<file path="src/rtl/rf_write_arbiter.sv">
// rf_write_arbiter: owns the register-file write port.
// After reset it clears x1..x(REG_COUNT-1) to zero. It then arbitrates two
// writeback requesters: req0 is the ALU and req1 is the load unit.
//
//   state | meaning
//   INIT  | clear sweep in progress; one write per cycle; both readies held low
//   RUN   | arbitrate requesters; at most one accepted write per cycle
module rf_write_arbiter #(
  parameter int DATA_W    = 32,
  parameter int ADDR_W    = 5,
  parameter int REG_COUNT = 32,
  parameter int RR_EN     = 1
) (
  input  logic              clk,
  input  logic              rst,
  input  logic              req0_valid,
  input  logic [ADDR_W-1:0] req0_addr,
  input  logic [DATA_W-1:0] req0_data,
  output logic              req0_ready,
  input  logic              req1_valid,
  input  logic [ADDR_W-1:0] req1_addr,
  input  logic [DATA_W-1:0] req1_data,
  output logic              req1_ready,
  output logic              rf_we,
  output logic [ADDR_W-1:0] rf_waddr,
  output logic [DATA_W-1:0] rf_wdata,
  output logic              init_done
);

  typedef enum logic {INIT, RUN} state_t;

  localparam logic [ADDR_W-1:0] LAST_ADDR = ADDR_W'(REG_COUNT - 1);

  state_t            state;
  logic [ADDR_W-1:0] cnt;
  logic              last;     // index of the most recently accepted requester
  logic              grant0;
  logic              grant1;

  // Pick at most one requester. On contention, round-robin favours the
  // requester that was not accepted last; fixed priority always favours req0.
  always_comb begin
    grant0 = 1'b0;
    grant1 = 1'b0;
    if (req0_valid && req1_valid) begin
      if (RR_EN != 0 && !last) grant1 = 1'b1;
      else                     grant0 = 1'b1;
    end else begin
      grant0 = req0_valid;
      grant1 = req1_valid;
    end
  end

  // Readies are masked by rst, so no handshake can complete in a reset cycle.
  assign req0_ready = (state == RUN) && grant0 && !rst;
  assign req1_ready = (state == RUN) && grant1 && !rst;
  assign init_done  = (state == RUN);

  // Clear sweep, then register the accepted write onto the regfile port.
  always_ff @(posedge clk) begin
    if (rst) begin
      state    <= INIT;
      cnt      <= ADDR_W'(1);
      rf_we    <= 1'b0;
      rf_waddr <= '0;
      rf_wdata <= '0;
      last     <= 1'b1;
    end else begin
      case (state)
        INIT: begin
          rf_we    <= 1'b1;
          rf_waddr <= cnt;
          rf_wdata <= '0;
          cnt      <= cnt + ADDR_W'(1);
          if (cnt == LAST_ADDR) state <= RUN;
        end
        RUN: begin
          if (req0_ready) begin
            last     <= 1'b0;
            rf_waddr <= req0_addr;
            rf_wdata <= req0_data;
            // A write to x0 still consumes the grant but never reaches the regfile.
            rf_we    <= (req0_addr != '0);
          end else if (req1_ready) begin
            last     <= 1'b1;
            rf_waddr <= req1_addr;
            rf_wdata <= req1_data;
            rf_we    <= (req1_addr != '0);
          end else begin
            rf_we    <= 1'b0;
          end
        end
        default: state <= INIT;
      endcase
    end
  end

endmodule

</file>
<file path="config.mk">
export PLATFORM = sky130hd
export DESIGN_NAME = rf_write_arbiter
export DESIGN_NICKNAME = d
export VERILOG_FILES = /design/src/rtl/rf_write_arbiter.sv
export SDC_FILE = /design/constraint.sdc
export NUM_CORES = 1
export LEC_CHECK = 0
export ABC_CLOCK_PERIOD_IN_PS = 2900
export CAP_MARGIN = 20
export CORE_MARGIN = 1.5
export CORE_UTILIZATION = 30
export DETAILED_ROUTE_END_ITERATION = 16
export GPL_TIMING_DRIVEN = 0
export HOLD_SLACK_MARGIN = 0.1
export PLACE_DENSITY_LB_ADDON = 0.15
export REMOVE_ABC_BUFFERS = 1
export SLEW_MARGIN = 10
export SYNTH_ARGS = -nofsm -noshare
export SYNTH_HDL_FRONTEND = slang
export SYNTH_SLANG_ARGS = --single-unit
</file>
<file path="constraint.sdc">
create_clock -name clk -period 2.9 [get_ports clk]
set_input_delay 0.58 -clock clk [delete_from_list [all_inputs] [get_ports clk]]
set_output_delay 0.58 -clock clk [all_outputs]
set_load 0.02 [all_outputs]
</file>
Word level (Yosys, flattened, before mapping)
Cells that the tools add are included.

storage, ports and cells
  bits of input ports = 78
  output and inout bits = 41
  bits in latches = 0
  bits in read-only memories = 0
  bits in writable memories = 0
  bits in registers = 45
  memories = 0

operators by class
  multipliers = 0
  mux-type cells = 17
  bitwise gates (word level) = 1
  equality and inequality tests = 2
  magnitude comparators = 0
  div/mod/pow operators = 0
  add/subtract/negate cells = 1
  shift-type cells = 0
  reductions and logical operators = 10

operators with widths
  kind                                         count
  2-to-1 mux 32 bit                            2
  case mux 32 bit (2 select lines)             1
  2-to-1 mux 1 bit                             10
  2-to-1 mux 5 bit                             2
  case mux 5 bit (2 select lines)              1
  nonzero test 5 bit                           2
  adder 5 x 1 -> 5 bit, second input constant  1
  == test 5 bit, second input constant         1
  logical AND 1 bit                            5
  != test 3 bit, second input constant         1
  case mux 1 bit (2 select lines)              1
  AND reduction 2 bit                          1
  nonzero test 2 bit                           1
  logical NOT 1 bit                            1
  NOT 1 bit                                    1

Logic depth before layout (Yosys ltp)
Gate-level depths: netlist (run 1).

  word-level depth = 7
  gate-level depth with buffers = 6

Least setup slack after synthesis (run 1)
No wires, ideal clock.

  path kind = input to output
  from = input req1_valid
  to = output req1_ready
  data required time = 2.320 ns
  arrival = 1.379 ns
  stages = 3
  slack = 0.941 ns
  path through = a21boi_2 > buf_2 > nor2b_1

between the ends
  longest elaborated chain between the ends = 4

RTL lines
  item                               RTL line  text
  start, declared                    20        input logic req1_valid,
  logical AND 1 bit                  45        if (req0_valid && req1_valid) begin
  2-to-1 mux 1 bit *                 45
  logical AND 1 bit * (2 in series)  56        assign req1_ready = (state == RUN) && grant1 && !rst;
  end, declared                      23        output logic req1_ready,

Mark *: on every way between the ends. The rest lies on a longest branch, timed or not.

Worst setup path in the final report (run 1)
Same ends and word-level chain as after synthesis.

==> results.py, run 1 <==
metrics = {
    "run_status": {
        "outcome": "completed",
    },
    "route": {
        "vias": 1970,
        "drc": 0,
        "postRouteAntennaNets": 0,
        "drt-pass1-iter-count": 4,
        "wl_per_cell_um": 14.78,
        "viasPerCell": 4.900,
        "drt_wl_total_um": 5943,
        "drt_iter0_markers": 104,
    },
    "floorplanning": {
        "dieArea_mm2": 0.006717,
        "start_util_pct": 31.41,
        "core_mm2": 0.005956,
        "io-pin-count": 119,
        "num_rows": 28,
        "chipHeight_um": 81.96,
        "die_x_um": 81.96,
    },
    "setup_path": {
        "cp-endpoint": "req1_ready",
        "reg2reg_depth": 5,
        "cp.required_ns": 2.32,
        "regToRegEndpoint": "rf_wdata[0]$_SDFFE_PP0P_",
        "arrival_ns": 2.23,
        "end_kind": "output pin",
        "path_class": "input pin to output pin",
        "start_kind": "input pin",
        "reg2reg_from": "init_done$_SDFF_PP0_",
        "r2r_slack_ns": 0.80,
        "crit_fanout": 25,
        "crit_path_start": "req1_valid",
    },
    "power_and_ir_drop": {
        "leakage_nw": 1.200,
        "power_density_mw_per_mm2": 394.0,
        "peakVddDrop_uv": 194.1,
        "power_mw": 1.298,
    },
    "grt": {
        "grt_pass1_wl_um": 9059,
        "grt.total_usage_pct": 17.73,
        "overflow": 0,
        "grt_max_degree": 29,
        "grt_pass1_vias": 1838,
        "antenna_found_initial": 0,
    },
    "timing": {
        "relSlewSlack_pct": 52.38,
        "period_needed_ns": 2.805,
        "fin_crit_sh_pct": 96.74,
        "clock_skew_ns": 0.007292,
        "whs_ns": 0.4482,
        "report.final.slew_viol_count": 0,
        "rsz0062_at_grt": "false",
        "fin_ws_ns": 0.09466,
        "finalHoldViolations": 0,
        "worst_pin_slew_ns": 0.7133,
        "setup_viol": 0,
        "fmax_mhz": 356.5,
    },
    "layout": {
        "post-route-cell-area_mm2": 0.003294,
        "final_common_cell": "clkdlybuf4s50_1",
        "final_util_pct": 55.32,
        "layout_common_cells": "clkdlybuf4s50_1 (115), dfxtp_1 (45), a22oi_1 (32), nand2_1 (32), o21ai_1 (18)",
        "nFillCells": 567,
        "area_delta_synth_final_pct": 76.12,
        "diodes": 0,
        "drive_gt1_share_pct": 5.199,
        "nNetsFinal": 407,
    },
    "yosys": {
        "yosysUniqueCellTypes": 30,
        "syn-cell-area_mm2": 0.001871,
        "synth_seq_cells": 45,
        "synth_area_per_cell_um2": 8.823,
        "ys_warn_count": 0,
        "yosysSeqAreaShare_pct": 48.16,
        "postSynthCellCount": 212,
    },
    "placed_design": {
        "place.detailed.hpwl_um": 4315,
        "place_area_mm2": 0.003166,
        "io_buffers": 118,
        "gp_congestion": 0.7345,
        "pre_cts_slack_ns": -0.5321,
    },
    "clock_tree": {
        "holdBufCountCts": 0,
        "cts_made_buffers": 5,
        "clk_pin_slew_ns": 0.07,
        "ctsLongestPathBuffers": 2,
        "clk_latency_ns": 0.29,
        "tritoncts": "done",
        "cts_max_level": 2,
        "cts-root-buf": "clkbuf_8",
        "clkSinkCount": 45,
    },
    "min_path": {
        "hp-class": "flop to flop",
    },
    "flow_run": {
        "maxCapViolCount": 0,
    },
}
==> logic make-up (layout without fill, tap and decap cells) <==
kind of cell	count (synthesis)	after routing	share of synthesized area (%)
adders and majority gates	2	2	1.338
muxes	7	7	3.746
AOI/OAI and AO/OA	82	82	27.63
xor gates and xnor gates	2	2	0.9366
DFF	45	45	48.16
buffers and inverters	18	132	4.548
and+or+nand+nor	56	57	13.65
==> per-stage QoR <==
step                      cells  TNS, ns
final                       402        0
after global routing        402        0
after CTS                   402        0
after detailed placement    392   -6.386
after global placement      389   -58.55
after floorplan             196  -0.2870
==> cells in the mapped netlist, drive strengths merged <==
library cell / n / area share [%]
or3: 1 / 0.33
nand2b: 1 / 0.33
nor2b: 4 / 1.3
inv: 2 / 0.40
o211ai: 1 / 0.40
o22ai: 5 / 1.7
a21oi: 6 / 1.6
buf: 10 / 2.9
nor2: 8 / 1.6
clkbuf: 6 / 1.2
a22oi: 32 / 13
a31oi: 1 / 0.33
or2: 1 / 0.33
a21boi: 2 / 1.0
dfxtp: 45 / 48
xor2: 1 / 0.47
nand2: 32 / 6.4
xnor2: 1 / 0.47
a311o: 1 / 0.54
o21bai: 1 / 0.40
and3: 5 / 1.7
or4: 2 / 0.80
mux2i: 7 / 3.7
o21ai: 33 / 8.8
ha: 2 / 1.3
nand3: 1 / 0.27
nor3: 1 / 0.54
==> worst min-delay path by stage <==
stage	cells after the start	slack, ns	end	from
after global placement	2	0.43	rf_wdata[6]$_SDFFE_PP0P_	rf_wdata[6]$_SDFFE_PP0P_
after global routing	2	0.47	rf_wdata[24]$_SDFFE_PP0P_	rf_wdata[24]$_SDFFE_PP0P_
after floorplan	2	0.48	cnt[0]$_SDFFE_PP1N_	cnt[0]$_SDFFE_PP1N_
after CTS	2	0.45	rf_wdata[28]$_SDFFE_PP0P_	rf_wdata[28]$_SDFFE_PP0P_
final	2	0.45	rf_wdata[28]$_SDFFE_PP0P_	rf_wdata[28]$_SDFFE_PP0P_
after detailed placement	2	0.44	rf_wdata[28]$_SDFFE_PP0P_	rf_wdata[28]$_SDFFE_PP0P_
==> final cells by class <==
cell class	count	area [µm²]	area share (%)
Timing Repair Buffer	123	1262	38.32
Clock buffer	5	68.82	2.089
Inverter	2	7.507	0.2279
Multi-Input combinational cell	150	925.9	28.10
Tap cell	75	93.84	2.848
Sequential cell	45	900.9	27.35
Clock inverter	2	35.03	1.063
==> timing repair <==
item                                    4_1_cts  5_1_grt
endpoints found under the setup margin        2        0
gates resized for setup                       4        0
setup buffers                                 2        0
==> worst max-delay path, cell delays in order <==
cell             delay (ns)
dlygate4sd2_1          0.39
a21boi_4               0.31
buf_16                 0.19
nor2b_1                0.14
clkdlybuf4s50_1        0.61
==> routing by layer <==
layer  vias up  GRT usage [%]  wire (µm)
met3         7          4.111        496
met4         0          5.254         68
met1       895          22.29       2620
met2        73          30.00       2758
met5         -              0          0
li1        995              -          -
==> registers in the layout, summed over array words and instances, names as in the netlist <==
register / flops
cnt: 5
rf_wdata: 32
init_done: 1
rf_we: 1
rf_waddr: 5
last: 1
==> where the power goes <==
part           internal, mW  total [mW]  switching [mW]
Sequential            0.627       0.636         0.00816
Combinational         0.140       0.210          0.0699
Clock                 0.250       0.452           0.202
No activity file was read; power rests on OpenSTA's default activity.
==> run 2, diff against run 1 <==
--- a/config.mk
+++ b/config.mk
@@ -9,6 +9,7 @@
 export CAP_MARGIN = 20
 export CORE_MARGIN = 1.5
 export CORE_UTILIZATION = 30
+export CTS_BUF_LIST = sky130_fd_sc_hd__clkbuf_4 sky130_fd_sc_hd__clkbuf_8
 export DETAILED_ROUTE_END_ITERATION = 16
 export GPL_TIMING_DRIVEN = 0
 export HOLD_SLACK_MARGIN = 0.1
==> results of run 2 <==
Final layout, timing and power as in run 1 (identical DEF).
==> run 3, diff against run 2 <==
--- a/config.mk
+++ b/config.mk
@@ -11,6 +11,7 @@
 export CORE_UTILIZATION = 30
 export CTS_BUF_LIST = sky130_fd_sc_hd__clkbuf_4 sky130_fd_sc_hd__clkbuf_8
 export DETAILED_ROUTE_END_ITERATION = 16
+export DONT_BUFFER_PORTS = 1
 export GPL_TIMING_DRIVEN = 0
 export HOLD_SLACK_MARGIN = 0.1
 export PLACE_DENSITY_LB_ADDON = 0.15
==> results.py, run 3 (synthesis gave the netlist of run 1 again) <==
metrics = {
    "run_status": {
        "outcome": "completed",
    },
    "setup_path": {
        "cp_slowest_cell": "dfxtp_1",
        "end_kind": "output pin",
        "max_stage_delay_ns": 0.84,
        "cp.buffers_inverters": 0,
        "start_kind": "flop",
        "cp.required_ns": 2.32,
        "path_class": "flop to output pin",
        "arrival_ns": 1.98,
        "cp_top_family": "flip-flops",
        "crit_chain": "nand2b_4 -> nor2b_1",
        "crit_fanout": 36,
    },
    "clock_tree": {
        "holdBufCountCts": 0,
        "cts_max_level": 2,
        "tritoncts": "done",
        "clkSinkCount": 45,
        "clk_pin_slew_ns": 0.09,
        "cts-root-buf": "clkbuf_8",
        "ctsLongestPathBuffers": 2,
        "cts_made_buffers": 5,
        "clk_latency_ns": 0.29,
        "post_cts_buffers": 0,
    },
    "grt": {
        "grt.total_usage_pct": 13.37,
        "grt_pass1_vias": 1329,
        "overflow": 0,
        "grt_pass1_wl_um": 6748,
        "antenna_found_initial": 0,
        "grt_max_degree": 37,
    },
    "layout": {
        "largest_registers": "rf_wdata: 32 flops, cnt: 5 flops, rf_waddr: 5 flops",
        "largest_reg_flops": 32,
        "top_register": "rf_wdata",
        "drive_gt1_share_pct": 6.796,
        "final_util_pct": 34.81,
        "layout_common_cells": "dfxtp_1 (45), a22oi_1 (32), nand2_1 (32)",
        "diodes": 0,
        "instances_no_fill": 281,
        "nNetsFinal": 285,
        "area_delta_synth_final_pct": 10.84,
        "final_common_cell": "dfxtp_1",
    },
    "route": {
        "drc": 0,
        "wl_per_cell_um": 16.43,
        "viasPerCell": 5.399,
        "drt_wl_total_um": 4618,
        "drt-pass1-iter-count": 4,
        "postRouteAntennaNets": 0,
        "drt_iter0_markers": 119,
        "vias": 1517,
    },
    "timing": {
        "clock_skew_ns": 0.003880,
        "period_needed_ns": 2.560,
        "whs_ns": 0.3422,
        "setup_viol": 0,
        "report.final.slew_viol_count": 0,
        "relSlewSlack_pct": 43.88,
        "finalHoldViolations": 0,
        "fin_crit_sh_pct": 88.27,
        "rsz0062_at_grt": "false",
        "fmax_mhz": 390.7,
        "worst_pin_slew_ns": 0.8397,
    },
    "flow_run": {
        "maxCapViolCount": 0,
    },
    "min_path": {
        "hp-class": "input pin to flop",
    },
    "floorplanning": {
        "die_x_um": 81.96,
        "io-pin-count": 119,
        "start_util_pct": 31.41,
        "dieArea_mm2": 0.006717,
        "core_mm2": 0.005956,
        "chipHeight_um": 81.96,
        "num_rows": 28,
    },
    "power_and_ir_drop": {
        "leakage_nw": 0.7303,
        "power_density_mw_per_mm2": 578.6,
        "peakVddDrop_uv": 195.6,
    },
    "placed_design": {
        "placedCellCount": 273,
        "place.detailed.hpwl_um": 3402,
        "gp_congestion": 0.6940,
        "io_buffers": 0,
    },
}
## run 3: cell count changes in the layout (fill, tap and decap cells not counted), sizes merged
cell	before	now
clkdlybuf4s50	115	0
buf	5	2
clkinvlp	0	1
dlygate4sd2	3	0
nand2b	2	1
## run 3: per-stage QoR
stage	total power, mW	instance area [µm²]	TNS, ns	setup WS (ns)
2_1_floorplan	0.7119	1793	-0.2870	-0.2870
3_5_place_dp	0.7351	1953	0	0.1708
6_report	1.199	2073	0	0.3402
4_1_cts	1.220	2068	0	0.05070
5_1_grt	1.262	2073	0	0.1260
3_3_place_gp	0.7291	1887	-35.52	-1.006
## run 3: per-layer routing
layer	GRT usage, %	vias up	part of all wire (%)
met3	5.111	9	9.6
met5	0	-	0
met4	5.254	0	1.5
met1	15.47	689	41
met2	22.13	69	48
li1	-	750	-
## run 3: what timing repair did
action	in CTS	in global routing
endpoints found under the setup margin	0	14
gates resized for setup	0	1
hold endpoints to repair	0	0
## run 3: layout make-up
class	instances	area, µm²
Clock buffer	5	68.82
Clock inverter	3	46.29
Fill cell	654	3882
Inverter	2	7.507
Multi-Input combinational cell	149	917.1
Sequential cell	45	900.9
Tap cell	75	93.84
Timing Repair Buffer	2	38.79
## run 3: worst register-to-register path: stages (launching register included)
cell	delay, ns
dfxtp_1	0.84
nand2b_4	0.39
nor3_4	0.73
buf_6	0.25
nand2_1	0.07
o21ai_1	0.07
## run 3: worst paths after layout
kind	from	end	slack, ns	cells after the start
worst min register to register	cnt[0]$_SDFFE_PP1N_	cnt[0]$_SDFFE_PP1N_	0.52	2
worst max register to register	init_done$_SDFF_PP0_	rf_wdata[21]$_SDFFE_PP0P_	0.49	5
worst max-delay path	init_done$_SDFF_PP0_	req0_ready	0.34	2
worst min-delay path	rst	init_done$_SDFF_PP0_	0.34	1
## run 3: power breakdown
group / leakage (nW) / total [mW] / switching (mW) / internal [mW]
Combinational: 0.312 / 0.0770 / 0.0375 / 0.0395
Sequential: 0.364 / 0.642 / 0.0145 / 0.628
Clock: 0.0543 / 0.480 / 0.222 / 0.258
Total: 0.730 / 1.20 / 0.274 / 0.925
==> edit: new RTL, settings of run 1 <==
`ADDR_W`: 5 -> 6.
--- a/src/rtl/rf_write_arbiter.sv
+++ b/src/rtl/rf_write_arbiter.sv
@@ -9,3 +9,3 @@
   parameter int DATA_W    = 32,
-  parameter int ADDR_W    = 5,
+  parameter int ADDR_W    = 6,
   parameter int REG_COUNT = 32,
Ports: changed (resized req0_addr, req1_addr and rf_waddr); port bits go from 119 to 122. The function was not compared with the original's and may differ.
==> edit against run 1 <==
  * Power decreased by 1.2%
  * Routed wire length increased by 8.2%
  * Via count increased by 4.1%
  * Highest routed layer unchanged
  * Critical endpoint is now req0_ready
  * Area after synthesis increased by 11%
  * Cell area increased by 3.3%
  * Largest cell class unchanged
  * Sequential cell count increased by 2
  * Die area increased by 11%
  * Worst setup slack improved by 0.10 ns
==> edit: results (changes against run 1) <==
[synthesis]
yosys-top-cells-count = 47 x dfxtp_1, 34 x nand2_1, 28 x o21ai_1
syn_avg_cell_area_um2 = 9.32  ; +5.6%
yosysUniqueCellTypes = 39  ; +30%
synth_compound_area_share_pct = 30.3  ; +2.7 points
synthAdderAreaFrac_pct = 0.602  ; -0.74 points
synth_mux_area_share_pct = 2.41  ; -1.3 points
synth_xor_area_share_pct = 1.26  ; +0.33 points
synth_seq_area_share_pct = 45.3  ; -2.9 points

[power_and_ir_drop]
p_int_uw = 982  ; -3.5%
seqPwrFrac_pct = 51.7  ; +2.7 points
p_leak_uw = 0.00120  ; -0.18%
combPwrFrac_pct = 17.1  ; +0.9 points
vdd.ir_drop.worst_uv = 154  ; -21%

[detailed_routing]
met3_length_um = 419  ; -16%
wl_per_cell_um = 15.4  ; +4.0%
dr_wl_met2_um = 2790  ; +0.98%
m1WireLength_um = 3200  ; +22%
via_per_inst = 4.91  ; +0.13%

[place]
dp_hpwl_um = 4360  ; +1.0%
pre_cts_slack_ns = -0.816  ; -0.284 ns
place.gp.congestion = 0.725  ; -1.3%

[cells_and_area]
drive_gt1_share_pct = 7.99  ; +2.8 points
fin_nets = 419  ; +2.9%
fillCellCount = 671  ; +18%
top_regs = rf_wdata (32), cnt (6), rf_waddr (6)

[global_routing]
met3_usage_pct = 4.00  ; -0.11 points
grt_pass1_wl_um = 10000  ; +10%
grtUsageMet1_pct = 23.8  ; +1.5 points
grt_use_total_pct = 17.4  ; -0.30 points
grt_pass1_vias = 1980  ; +7.7%

[worst_setup_path]
crit_arrival_ns = 2.12  ; -0.11 ns
cp_max_fo = 17  ; -32%
crit_path_top_delay_cell = dlygate4sd2_1

[outcome]
status = finished clean

[timing]
worst_slew_pin_slew_ns = 0.783  ; +0.0693 ns
fin_skew_ns = 0.00628  ; -0.00101 ns

[clock_network]
cts_resized = 3  ; -1
postCtsSetupRepairBufs = 1  ; -1

[edit: cell types whose count changed after synthesis, sizes merged, moves of 2 or more]
cell	before	now
dfxtp	45	47
o21ai	33	37
a31oi	1	3
and3	5	3
a22oi	32	36
nand2	32	34
nand3	1	3
mux2i	7	5
and2	0	2
[edit: final timing paths]
kind | startpoint | endpoint | slack (ns) | depth (start not counted)
worst min-delay path | rf_wdata[23]$_SDFFE_PP0P_ | rf_wdata[23]$_SDFFE_PP0P_ | 0.45 | 2
worst max-delay path | rst | req0_ready | 0.20 | 4
worst max register to register | init_done$_SDFF_PP0_ | rf_wdata[7]$_SDFFE_PP0P_ | 0.43 | 5
worst min register to register | rf_wdata[23]$_SDFFE_PP0P_ | rf_wdata[23]$_SDFFE_PP0P_ | 0.45 | 2
[edit: cell type report]
type                    count  share of cell area [%]
well taps                  80                    2.94
inverters                   1                   0.110
repair buffers            123                    36.5
flip-flops and latches     47                    27.6
multi-input cells         160                    30.2
clock buffers               6                    2.43
clock inverters             1                   0.147
